**src/rtl/stack_seq_pkg.sv**
```systemverilog
// stack_seq_pkg
//   Shared encodings for the stack-op sequencer: stackOP codes, instruction
//   class codes, instruction field positions and the sequencer FSM states.
//   Optional feature macro used by the importers: SEQ_DEPTH_CHECK_EN.
package stack_seq_pkg;

   // stackOP codes driven to the register stack
   localparam logic [2:0] OP_HOLD    = 3'b000;
   localparam logic [2:0] OP_PUSH    = 3'b001;
   localparam logic [2:0] OP_POP     = 3'b010;
   localparam logic [2:0] OP_REPL    = 3'b011;
   localparam logic [2:0] OP_POPREPL = 3'b100;

   // instruction classes, instr[CLS_HI:CLS_LO]
   localparam logic [1:0] CLS_NOP   = 2'b00;
   localparam logic [1:0] CLS_PUSHI = 2'b01;
   localparam logic [1:0] CLS_POP   = 2'b10;
   localparam logic [1:0] CLS_ALU   = 2'b11;

   // instruction field positions
   localparam int CLS_HI    = 15;
   localparam int CLS_LO    = 14;
   localparam int UNARY_BIT = 4;
   localparam int ALU_HI    = 3;
   localparam int ALU_LO    = 0;

   typedef enum logic [1:0] {
      S_IDLE,
      S_EXEC,
      S_SETTLE,
      S_WB
   } seq_state_t;

   // stackOP issued in the EXEC slot for a non-ALU class
   function automatic logic [2:0] exec_op(input logic [1:0] cls);
      logic [2:0] op;
      case (cls)
         CLS_PUSHI: op = OP_PUSH;
         CLS_POP:   op = OP_POP;
         default:   op = OP_HOLD;
      endcase
      return op;
   endfunction

endpackage

```
**src/rtl/seq_depth_tracker.sv**
```systemverilog
// seq_depth_tracker
//   Tracks the number of live stack entries and flags an operation that
//   would underflow or overflow the stack.
//   Ports:
//     clk, rst  - clock, asynchronous active-high reset
//     check_op  - stackOP about to be issued (checked, not counted)
//     apply_op  - stackOP currently driven to the stack (counted at edge)
//     depth     - current entry count, saturates at 0 and DEPTH
//     viol      - check_op is illegal at the current depth
module seq_depth_tracker
   import stack_seq_pkg::*;
#(
   parameter int  DEPTH = 8,
   localparam int DW    = $clog2(DEPTH + 1)
) (
   input  logic          clk,
   input  logic          rst,
   input  logic [2:0]    check_op,
   input  logic [2:0]    apply_op,
   output logic [DW-1:0] depth,
   output logic          viol
);

   localparam logic [DW-1:0] FULL = DW'(DEPTH);

   always_comb begin
      viol = 1'b0;
      case (check_op)
         OP_PUSH:         viol = (depth == FULL);
         OP_POP, OP_REPL: viol = (depth == '0);
         OP_POPREPL:      viol = (depth < DW'(2));
         default:         viol = 1'b0;
      endcase
   end

   always_ff @(posedge clk or posedge rst) begin
      if (rst) begin
         depth <= '0;
      end else begin
         case (apply_op)
            OP_PUSH:            if (depth != FULL) depth <= depth + 1'b1;
            OP_POP, OP_POPREPL: if (depth != '0)   depth <= depth - 1'b1;
            default:            ;
         endcase
      end
   end

endmodule

```
**src/rtl/stack_op_sequencer.sv**
```systemverilog
// stack_op_sequencer
//   Accepts 16-bit stack instructions over valid/ready and sequences the
//   stack / ALU / write-mux datapath: one EXEC cycle for NOP/PUSHI/POP,
//   SETTLE + WB cycles for ALU instructions. All datapath drives are
//   registered.
//   Ports:
//     CLK, reset             - clock, asynchronous active-high reset
//     instr_valid/ready      - instruction handshake (ready only in IDLE)
//     instr, instr_imm       - instruction word and PUSHI immediate
//     ovf_clear              - clears ovf_flag (a WB set wins)
//     stackOP, aluOP         - stack operation, ALU operation select
//     mux_selector           - 0 = ALU result, 1 = immediate
//     immediate              - latched immediate
//     Overflow               - ALU overflow, sampled in WB
//     done, err              - one-cycle completion / rejection pulses
//     ovf_flag               - sticky ALU overflow
//     depth                  - stack entry count
//   Macro SEQ_DEPTH_CHECK_EN enables depth tracking and rejection of
//   instructions that would over/underflow the stack; otherwise err and
//   depth are tied to 0.
module stack_op_sequencer
   import stack_seq_pkg::*;
#(
   parameter int  DEPTH = 8,
   localparam int DW    = $clog2(DEPTH + 1)
) (
   input  logic          CLK,
   input  logic          reset,
   input  logic          instr_valid,
   output logic          instr_ready,
   input  logic [15:0]   instr,
   input  logic [15:0]   instr_imm,
   input  logic          ovf_clear,
   output logic [2:0]    stackOP,
   output logic [3:0]    aluOP,
   output logic          mux_selector,
   output logic [15:0]   immediate,
   input  logic          Overflow,
   output logic          done,
   output logic          err,
   output logic          ovf_flag,
   output logic [DW-1:0] depth
);

   seq_state_t state;
   logic       unary_q;
   logic       err_q;
   logic       viol;
   logic [1:0] cls;

   // instr[13:5] carries no meaning for this block
   logic       unused_instr_bits;
   assign unused_instr_bits = ^instr[13:5];

   assign cls         = instr[CLS_HI:CLS_LO];
   assign instr_ready = (state == S_IDLE) && !reset;
   assign err         = err_q;

`ifdef SEQ_DEPTH_CHECK_EN
   // Operation that the next slot would issue; checked one edge ahead so
   // the slot itself can already drive HOLD/err.
   logic [2:0] cand_op;

   always_comb begin
      cand_op = OP_HOLD;
      case (state)
         S_IDLE:   cand_op = exec_op(cls);
         S_SETTLE: cand_op = unary_q ? OP_REPL : OP_POPREPL;
         default:  cand_op = OP_HOLD;
      endcase
   end

   seq_depth_tracker #(.DEPTH(DEPTH)) u_depth (
      .clk      (CLK),
      .rst      (reset),
      .check_op (cand_op),
      .apply_op (stackOP),
      .depth    (depth),
      .viol     (viol)
   );
`else
   assign depth = '0;
   assign viol  = 1'b0;
`endif

   always_ff @(posedge CLK or posedge reset) begin
      if (reset) begin
         state        <= S_IDLE;
         stackOP      <= OP_HOLD;
         aluOP        <= 4'h0;
         mux_selector <= 1'b0;
         immediate    <= 16'h0000;
         done         <= 1'b0;
         err_q        <= 1'b0;
         ovf_flag     <= 1'b0;
         unary_q      <= 1'b0;
      end else begin
         // pulses and slot drives default back to idle values
         done         <= 1'b0;
         err_q        <= 1'b0;
         stackOP      <= OP_HOLD;
         mux_selector <= 1'b0;
         if (ovf_clear) ovf_flag <= 1'b0;

         case (state)
            S_IDLE: begin
               if (instr_valid) begin
                  immediate <= instr_imm;
                  unary_q   <= instr[UNARY_BIT];
                  if (cls == CLS_ALU) begin
                     state <= S_SETTLE;
                     aluOP <= instr[ALU_HI:ALU_LO];
                  end else begin
                     state <= S_EXEC;
                     err_q <= viol;
                     done  <= !viol;
                     if (!viol) begin
                        stackOP      <= exec_op(cls);
                        mux_selector <= (cls == CLS_PUSHI);
                     end
                  end
               end
            end
            S_EXEC: state <= S_IDLE;
            S_SETTLE: begin
               state <= S_WB;
               err_q <= viol;
               done  <= !viol;
               if (!viol) stackOP <= unary_q ? OP_REPL : OP_POPREPL;
            end
            S_WB: begin
               state <= S_IDLE;
               // set after the clear above so a WB overflow wins
               if (Overflow && !err_q) ovf_flag <= 1'b1;
            end
            default: state <= S_IDLE;
         endcase
      end
   end

endmodule

```
**config.mk**
```make
export PLATFORM = sky130hd
export DESIGN_NAME = stack_op_sequencer
export DESIGN_NICKNAME = d
export VERILOG_FILES = /design/src/rtl/stack_seq_pkg.sv /design/src/rtl/seq_depth_tracker.sv /design/src/rtl/stack_op_sequencer.sv
export SDC_FILE = /design/constraint.sdc
export NUM_CORES = 1
export LEC_CHECK = 0
export CORE_MARGIN = 3
export CORE_UTILIZATION = 25
export DETAILED_ROUTE_END_ITERATION = 8
export GPL_ROUTABILITY_DRIVEN = 0
export PLACE_DENSITY_LB_ADDON = 0.25
export SYNTH_ARGS = -nofsm -noshare
export SYNTH_HDL_FRONTEND = slang
export SYNTH_SLANG_ARGS = --single-unit
```
**constraint.sdc**
```tcl
create_clock -name CLK -period 1.38 [get_ports CLK]
set_input_delay 0.138 -clock CLK [delete_from_list [all_inputs] [get_ports CLK]]
set_output_delay 0.138 -clock CLK [all_outputs]
set_load 0.03 [all_outputs]
```
* Yosys cells after proc, flatten, opt, wreduce, memory -nomap -nowiden
Index checks and enable logic that the tools add are counted.
** Word-level totals
- Word-level logic and storage cells :: 38
- Register bits :: 29
- Output and inout bits :: 32
- Input bits :: 37
** Operators by class
- Equal/unequal tests :: 7
- Multiplexer cells :: 17
- Reduce and logical (&&, ||, !) cells :: 6
** Operators with widths (count)
- $eq A2 B2 Y1 const B :: 4
- $mux W1 :: 8
- $mux W2 :: 4
- $pmux W2 S3 :: 1
- $pmux W3 S2 :: 1
- $eq A2 B1 Y1 const B :: 2
- $pmux W2 S2 :: 1
- $mux W3 :: 1
- $reduce_and A3 Y1 :: 1
- $logic_not A2 Y1 :: 1
- $ne A2 B2 Y1 const B :: 1
- $pmux W1 S2 :: 1
- $reduce_and A2 Y1 :: 1
- $reduce_or A2 Y1 :: 1
- $logic_and A1 B1 Y1 :: 1
- $logic_not A1 Y1 :: 1

* Depth between registers and ports, before layout
Gate-level depths: netlist of the first run.
- Depth in word-level cells :: 5
- Gate-level depth with buffers :: 6
- Gate-level depth less buffers :: 3

* Worst setup path before layout of the first run
Ideal clock, no wire load.
- Path kind :: register -> register
- Start :: register state[0]
- End :: register immediate[10]
- Stages on the path, launching flop included :: 7
- Period minus slack after synthesis :: 1.399 ns
- Setup slack :: -0.019 ns
- Required time :: 1.255 ns
- Path buffers :: 3
- Library setup time :: 0.125 ns
- Data arrival time :: 1.274 ns
- Cells stage by stage :: dfrtp_1 buf_6 nor2_2 and2_4 buf_6 buf_12 mux2_4
** On the way
- Word-level cells in the longest chain between the ends :: 2
** RTL lines
- from (decl) :: line stack_op_sequencer.sv:45 : seq_state_t state;
- from (signal assigned) :: line stack_op_sequencer.sv:88 : state <= S_IDLE;
- from (signal assigned) :: line stack_op_sequencer.sv:111 : state <= S_SETTLE;
- from (signal assigned) :: line stack_op_sequencer.sv:114 : state <= S_EXEC;
- $logic_not A2 Y1 :: line stack_op_sequencer.sv:105 : case (state)
- $reduce_and A2 Y1 (no source line)
- to (signal assigned) :: line stack_op_sequencer.sv:108 : immediate <= instr_imm;
- to (decl) :: line stack_op_sequencer.sv:37 : output logic [15:0] immediate,
No other way between the ends.
A chain may end at the register's enable or synchronous reset.

* Final worst setup path of the first run
- Start :: register state[1]
- End :: output instr_ready
** On the way
- Word-level cells in the longest chain between the ends :: 2
** RTL lines
- $logic_not A2 Y1 :: line stack_op_sequencer.sv:56 : assign instr_ready = (state == S_IDLE) && !reset;
- $logic_and A1 B1 Y1 :: line stack_op_sequencer.sv:56
- to (decl) :: line stack_op_sequencer.sv:30 : output logic instr_ready,
No other way between the ends.

==> summary.md, run 1 <==
| Metric | Value |
|---|---|
| Synth top area share | between 60% and 70% |
| Clock transition at the registers of the reported paths | 0.06 ns |
| H-tree depth | 2 |
| Clock skew | around 0.0046 ns |
| CP max stage cell | dfrtp_1 |
| Area Overhead vs Synth | 58.4% |
| Standard-cell rows | 24 |
| Slowest stage delay, CP | 0.41 ns |
| Reg2reg path depth | 4 |
| CP dominant cell by count | buf_4 |
| Synth cell types | 21 |
| Worst vdd ir | roughly 0.8 mV |
| Clk Latency, worst-skew pair | about 0.27 ns |
| Worst-path maximum fanout | 8 |
| Initial antenna violation count | 0 |
| Pwr Total | 3.72 mW |
| GR Overflow Total | 0 |
| CP startpoint kind | flop |
| Routed Antenna Nets | 0 |
| Clock buffer depth | 2 |
| Vias in the first global route | 847 |
| Unrepaired setup endpoints after global routing | false |
| Dpl hpwl | 2.06 mm |
| Critical path depth | 3 |
| DR pass1 iterations | 4 |
| Mapped Area | 1210 sq um |
| Synthesized flop and latch total | 29 |
| Layout cells sized above 1 | 28.4% |
| PD cells | 1950 nW/um^2 |
| CP delay by family, top | flip-flops |
| P_leak | 0.902 nW |
| Via Count | 855 |
| Die ar. | approximately 5700 sq um |
| Gr usage total | 10.2% |
| Crit path DAT | about 1.2 ns |
| Die width | around 75 microns |
| Post-synth EDFFs | 0 |
| Area contributors post-synth | dfrtp_1 (60%), mux2_4 (11%), mux2_2 (11%) |
| Outcome | complete, no violations |
| Vias per std cell | around 4.3 |
| Largest net degree at the start of global routing | 29 |
| IO Port Bufs | 54 |
| Setup Crit Path Kind | reg2out |
| I/O pin count | 69 |
| Design Area, Final | 1910 sq um |
| DRT iter0 DRCs | 39 |
| Yosys warnings | 0 |
| Sink Count | 29 |
| Drt drc | 0 |
| Cell taking the most area after synthesis | dfrtp_1 |
| First-pass GRT wire length | 4.11 mm |
| Critical Path End Type | output pin |
| CP cell instances | buf_4, nor3_2, buf_4 |
| Max Cap Viol | 0 |
| Tcrit/Tclk final | 94.9% |
| Ant diodes | 0 |
| Synth Flop Type | dfrtp_1 |
| Clk root buf | clkbuf_8 |
| Area post-placement | 1830 sq um |
| Hold buffers post-CTS | 0 |
| Post-Route WL | 2.74 mm |
| Per-instance average area after synthesis | 14.7 sq um |
| Final Hold Viols | 0 |
| Number of CTS-inserted buffers | 5 |
| Seq/Total Area, Yosys | 60.1% |
| Die span in y | 75.5 microns |
| CTS tree | done |
| Asr flop ratio synth | 100% |
| Final-report max-slew violation count | 0 |
| Cell count after synthesis | slightly above 80 |
| NumNets Final | 184 |
| Initial Util | between 20% and 30% |
| Class of the worst hold path | in2async |
| Mean routed wirelength per cell | 13.7 microns |
| Max Fclk | 763 MHz |
| Fin crit period | 1.31 ns |
| Required time worst endpoint | 1.24 ns |
| Buffers plus inverters on the worst setup path | 2 |
| Fin util | a little over two fifths |
| Core area | 4500 sq um |
| Setup-failing EPs final | 0 |
report_power, final:
part | switching [mW] | internal, mW | total (mW) | leakage, nW
combinational | 0.943 | 0.733 | 1.68 | 0.496
sequential | 0.151 | 1.15 | 1.30 | 0.352
clock | 0.295 | 0.449 | 0.745 | 0.0542
state kept, by name (all words and copies together), names as in the netlist:
| name | flops |
|---|---|
| stackOP | 3 |
| ovf_flag | 1 |
| immediate | 16 |
| done | 1 |
| state | 2 |
| unary_q | 1 |
| aluOP | 4 |
| mux_selector | 1 |
through the flow:
step	hold slack, ns	setup WS [ns]	instances	setup TNS [ns]
6_report	0.0814	0.0701	200	0
5_1_grt	0.0844	0.0209	200	0
4_1_cts	0.0584	0.0152	199	0
3_5_place_dp	0.337	-0.0511	191	-0.729
3_3_place_gp	0.323	-0.0396	191	-0.562
2_1_floorplan	0.216	0.000385	86	0
repair_timing:
item / CTS / global route
gates resized for setup: 27 / 1
endpoints found under the setup margin: 27 / 1
buffers inserted: 0 / 1
cells in the mapped netlist (2+ instances only):
master / instances
dfrtp_1: 29
inv_1: 2
a21oi_1: 3
mux2_4: 9
nor2_1: 4
buf_4: 6
mux2_2: 12
buf_6: 2
nand2_1: 2
nand3_1: 2
cell families (layout without fill, tap and decap cells):
family / count (synthesis) / in the layout / synth area share [%]
DFF: 29 / 29 / 60.1
and+or+nand+nor: 15 / 15 / 7.15
buffers and inverters: 11 / 73 / 7.88
other: 1 / 5 / 0.311
muxes: 21 / 21 / 22.4
AOI/OAI and AO/OA: 5 / 5 / 2.18
worst paths after layout:
check                                     startpoint                   endpoint  slack, ns
worst max-delay path            state[1]$_DFFE_PP0P_                instr_ready       0.07
worst min-delay path                           reset         ovf_flag$_DFF_PP0_       0.08
worst max register to register  state[1]$_DFFE_PP0P_  immediate[11]$_DFFE_PP0P_       0.11
worst min register to register   unary_q$_DFFE_PP0P_       stackOP[2]$_DFF_PP0_       0.47
max in group asynchronous                      reset  immediate[12]$_DFFE_PP0P_       0.76
min in group CLK                           ovf_clear         ovf_flag$_DFF_PP0_       0.45
final cells by class:
| cell class | instances | area, sq um |
|---|---|---|
| fill | 436 | 2590 |
| sequential | 29 | 726 |
| timing repair buffer | 63 | 602 |
| multi-input combinational | 46 | 412 |
| clock buffer | 7 | 96.3 |
| tap | 52 | 65.1 |
| inverter | 2 | 7.51 |
| clock inverter | 1 | 5.00 |
cell usage in the layout (no fill, tap or decap), types with 2 or more instances in the layout:
| cell | netlist | final |
|---|---|---|
| a21oi_1 | 3 | 3 |
| buf_12 | 1 | 2 |
| buf_4 | 6 | 7 |
| clkbuf_8 | 0 | 7 |
| clkdlybuf4s50_1 | 0 | 27 |
| conb_1 | 1 | 5 |
| dfrtp_1 | 29 | 29 |
| dlygate4sd2_1 | 0 | 26 |
| inv_1 | 2 | 2 |
| mux2_2 | 12 | 12 |
| mux2_4 | 9 | 9 |
| nand2_1 | 2 | 2 |
| nand3_1 | 2 | 2 |
| nor2_1 | 4 | 4 |
per-layer routing:
metal  part of all wire, %  track usage (%)  vias up
met4                   1.6             4.08        0
met1                    40             11.4      410
met5                     0                0        -
met3                   9.3             5.41        4
met2                    49             16.4       44
li1                      -                -      397
Power figures use the tool's default switching activity.
==> run 2, diff against run 1 <==
--- a/config.mk
+++ b/config.mk
@@ -5,6 +5,7 @@
 export SDC_FILE = /design/constraint.sdc
 export NUM_CORES = 1
 export LEC_CHECK = 0
+export ABC_CLOCK_PERIOD_IN_PS = 1380
 export CORE_MARGIN = 3
 export CORE_UTILIZATION = 25
 export DETAILED_ROUTE_END_ITERATION = 8
==> results of run 2 <==
No change in the layout: final DEF, timing and power equal those of run 1.
==> run 3, diff against run 2 <==
--- a/config.mk
+++ b/config.mk
@@ -10,6 +10,7 @@
 export CORE_UTILIZATION = 25
 export DETAILED_ROUTE_END_ITERATION = 8
 export GPL_ROUTABILITY_DRIVEN = 0
+export GPL_TIMING_DRIVEN = 0
 export PLACE_DENSITY_LB_ADDON = 0.25
 export SYNTH_ARGS = -nofsm -noshare
 export SYNTH_HDL_FRONTEND = slang
==> summary.md, run 3 (synthesis gave the netlist of run 1 again) <==
| Metric | Value |
|---|---|
| P_leak | 0.968 nW (+7.3%) |
| Buffers plus inverters on the worst setup path | 2 (unchanged) |
| NumNets Final | 190 (+3.3%) |
| Switching fraction of total power | 35.6% (-1.8 points) |
| CP cell instances | buf_6, nor2_4, buf_4, nand4_1, mux2_2 |
| First-pass GRT wire length | 4.22 mm (+2.5%) |
| Number of CTS-inserted buffers | 5 (unchanged) |
| CP delay by family, top | flip-flops |
| Area post-placement | 1840 sq um (+0.48%) |
| Max reg flops | 16 (unchanged) |
| Met2 GRT Util | 17.4% (+0.96 points) |
| Die ar. | 5700 sq um (unchanged) |
| Post-Route WL | 2.83 mm (+3.5%) |
| Fin crit period | 1.38 ns (+0.0675 ns) |
| Die width | 75.5 microns (unchanged) |
| Final Hold Viols | 0 (unchanged) |
| Max Fclk | 726 MHz (-4.9%) |
| Class of the worst hold path | in2async |
| Commonest cells after routing, fill and taps aside | dfrtp_1 (29), clkdlybuf4s50_1 (27), dlygate4sd2_1 (26) |
| PD cells | 1990 nW/um^2 (+2.1%) |
| Area Overhead vs Synth | 66.9% |
| Gr usage total | 10.4% (+0.17 points) |
| IO Port Bufs | 54 (unchanged) |
| Worst vdd ir | 0.717 mV (-11%) |
| Slew HR | just under 60% |
| Clock transition at the registers of the reported paths | 0.06 ns (about the same) |
| Sink Count | 29 (unchanged) |
| GR Overflow Total | 0 (unchanged) |
| Crit path DAT | 1.53 ns (+0.36 ns) |
| Initial antenna violation count | 0 (unchanged) |
| Worst-path maximum fanout | 5 (-3) |
| Reg2reg path depth | 5 (+1) |
| Core area | 4500 sq um (unchanged) |
| Hold buffers post-CTS | 0 (unchanged) |
| Cell internal pwr | 2.58 mW (+11%) |
| Setup-failing EPs final | 0 (unchanged) |
| Cell Count, Final, Fillers Out | 206 (+3.0%) |
| Largest Register | immediate |
| Die span in y | 75.5 microns (unchanged) |
| Design Area, Final | 2020 sq um (+5.4%) |
| Met3 usage | 5.01% (-0.40 points) |
| Routed Antenna Nets | 0 (unchanged) |
| CP max stage cell | dfrtp_1 |
| CTS tree | done |
| Pwr Total | 4.01 mW (+7.6%) |
| Clk Latency, worst-skew pair | 0.28 ns (about the same) |
| Drt drc | 0 (unchanged) |
| Clock buffer depth | 2 (unchanged) |
| Standard-cell rows | 24 (unchanged) |
| Place WS | -0.244 ns (-0.193 ns) |
| FILL cells | 427 (-2.1%) |
| Layout cells sized above 1 | 30.5% (+2.1 points) |
| Critical Path End Type | flop |
| Largest net degree at the start of global routing | 30 (+3.4%) |
| Outcome | complete, no violations |
| Switching power | 1.42 mW (+2.5%) |
| CP startpoint kind | flop |
| Clk root buf | clkbuf_8 |
| Mean routed wirelength per cell | 13.7 microns (+0.46%) |
| Tcrit/Tclk final | 99.8% (+4.9 points) |
| DR pass1 iterations | 2 (-2) |
| Via Count | 885 (+3.5%) |
| Vias in the first global route | 907 (+7.1%) |
| Peak-usage layer in the global routing report | met2 |
| Final WS setup | 0.00264 ns (-0.0675 ns) |
| Placed cells | 192 (+0.52%) |
| Required time worst endpoint | 1.54 ns (+0.30 ns) |
| H-tree depth | 2 (unchanged) |
| Reg power frac | 32.4% (-2.6 points) |
| Clk pwr share | 22.2% (+2.2 points) |
| Clock skew | 0.00536 ns (+0.000727 ns) |
| Final Hold Slack | 0.318 ns (+0.237 ns) |
| Critical path depth | 5 (+2) |
| Vias per std cell | 4.30 (+0.49%) |
| I/O pin count | 69 (unchanged) |
| Final-report max-slew violation count | 0 (unchanged) |
| Setup Crit Path Kind | reg2reg |
| Top flop regs | immediate (16), aluOP (4), stackOP (3) |
| Unrepaired setup endpoints after global routing | true |
| Ant diodes | 0 (unchanged) |
| Worst-margin pin slew | 0.621 ns |
| Max Cap Viol | 0 (unchanged) |
| Combinational Power Share | 45.4% (+0.4 points) |
| Initial Util | 26.8% (unchanged) |
| Met1 Use GR | 10.7% (-0.74 points) |
| DRT iter0 DRCs | 11 (-72%) |
| Dpl hpwl | 1.99 mm (-3.2%) |
| Slowest stage delay, CP | 0.37 ns (-0.04 ns) |
| Commonest non-fill, non-tap cell in the layout | dfrtp_1 |
## run 3: area by class of cell
cell class                 count  area, sq um  share of cell area [%]
buffer                         7         60.1                    2.98
clock buffer                   7         86.3                    4.28
clock inverter                 1         30.0                    1.49
inverter                       2         11.3                   0.559
multi-input combinational     46          437                    21.7
sequential                    29          726                    36.0
tap                           52         65.1                    3.23
timing repair buffer          62          601                    29.8
## run 3: worst paths after layout
| path | start | end | slack, ns |
|---|---|---|---|
| min reg2reg | aluOP[2]$_DFFE_PP0P_ | aluOP[2]$_DFFE_PP0P_ | 0.50 |
| max | state[1]$_DFFE_PP0P_ | aluOP[1]$_DFFE_PP0P_ | 0.003 |
| min | reset | ovf_flag$_DFF_PP0_ | 0.32 |
| min in group CLK | ovf_clear | ovf_flag$_DFF_PP0_ | 0.42 |
| max reg2reg | state[1]$_DFFE_PP0P_ | aluOP[1]$_DFFE_PP0P_ | 0.003 |
| max in group asynchronous | reset | aluOP[0]$_DFFE_PP0P_ | 0.70 |
## run 3: through the flow
| step | utilization (%) | setup TNS [ns] |
|---|---|---|
| 2_1_floorplan | - | 0 |
| 3_3_place_gp | 40.8 | -6.40 |
| 3_5_place_dp | 40.8 | -8.21 |
| 4_1_cts | 43.9 | -0.350 |
| 5_1_grt | 44.8 | -0.923 |
| 6_report | 44.8 | 0 |
## run 3: routing by layer
layer / vias to the layer above / routed length (microns)
met1: 432 / 1040
met4: 0 / 62
li1: 409 / -
met2: 39 / 1430
met3: 5 / 295
met5: - / 0
## run 3: timing repair
action                     4_1_cts  5_1_grt
hold endpoints to repair         0        0
gates resized for setup         35       12
setup buffers                    5        2
gates cloned                     1        0
setup endpoints to repair       36       50
## run 3: power by group through the flow
stage / Sequential, mW / Combinational [mW] / Clock, mW
after floorplan: 1.86 / 0.566 / 0
after global placement: 1.30 / 1.85 / 0
after detailed placement: 1.32 / 1.88 / 0
after CTS: 1.29 / 1.77 / 0.930
after global routing: 1.33 / 1.92 / 0.969
final: 1.30 / 1.82 / 0.889
## run 3: worst register-to-register path, stage by stage (launching register included)
cell and delay [ns]:
dfrtp_1 0.37, buf_6 0.13, nor2_4 0.10, buf_4 0.10, nand4_1 0.21, mux2_2 0.34
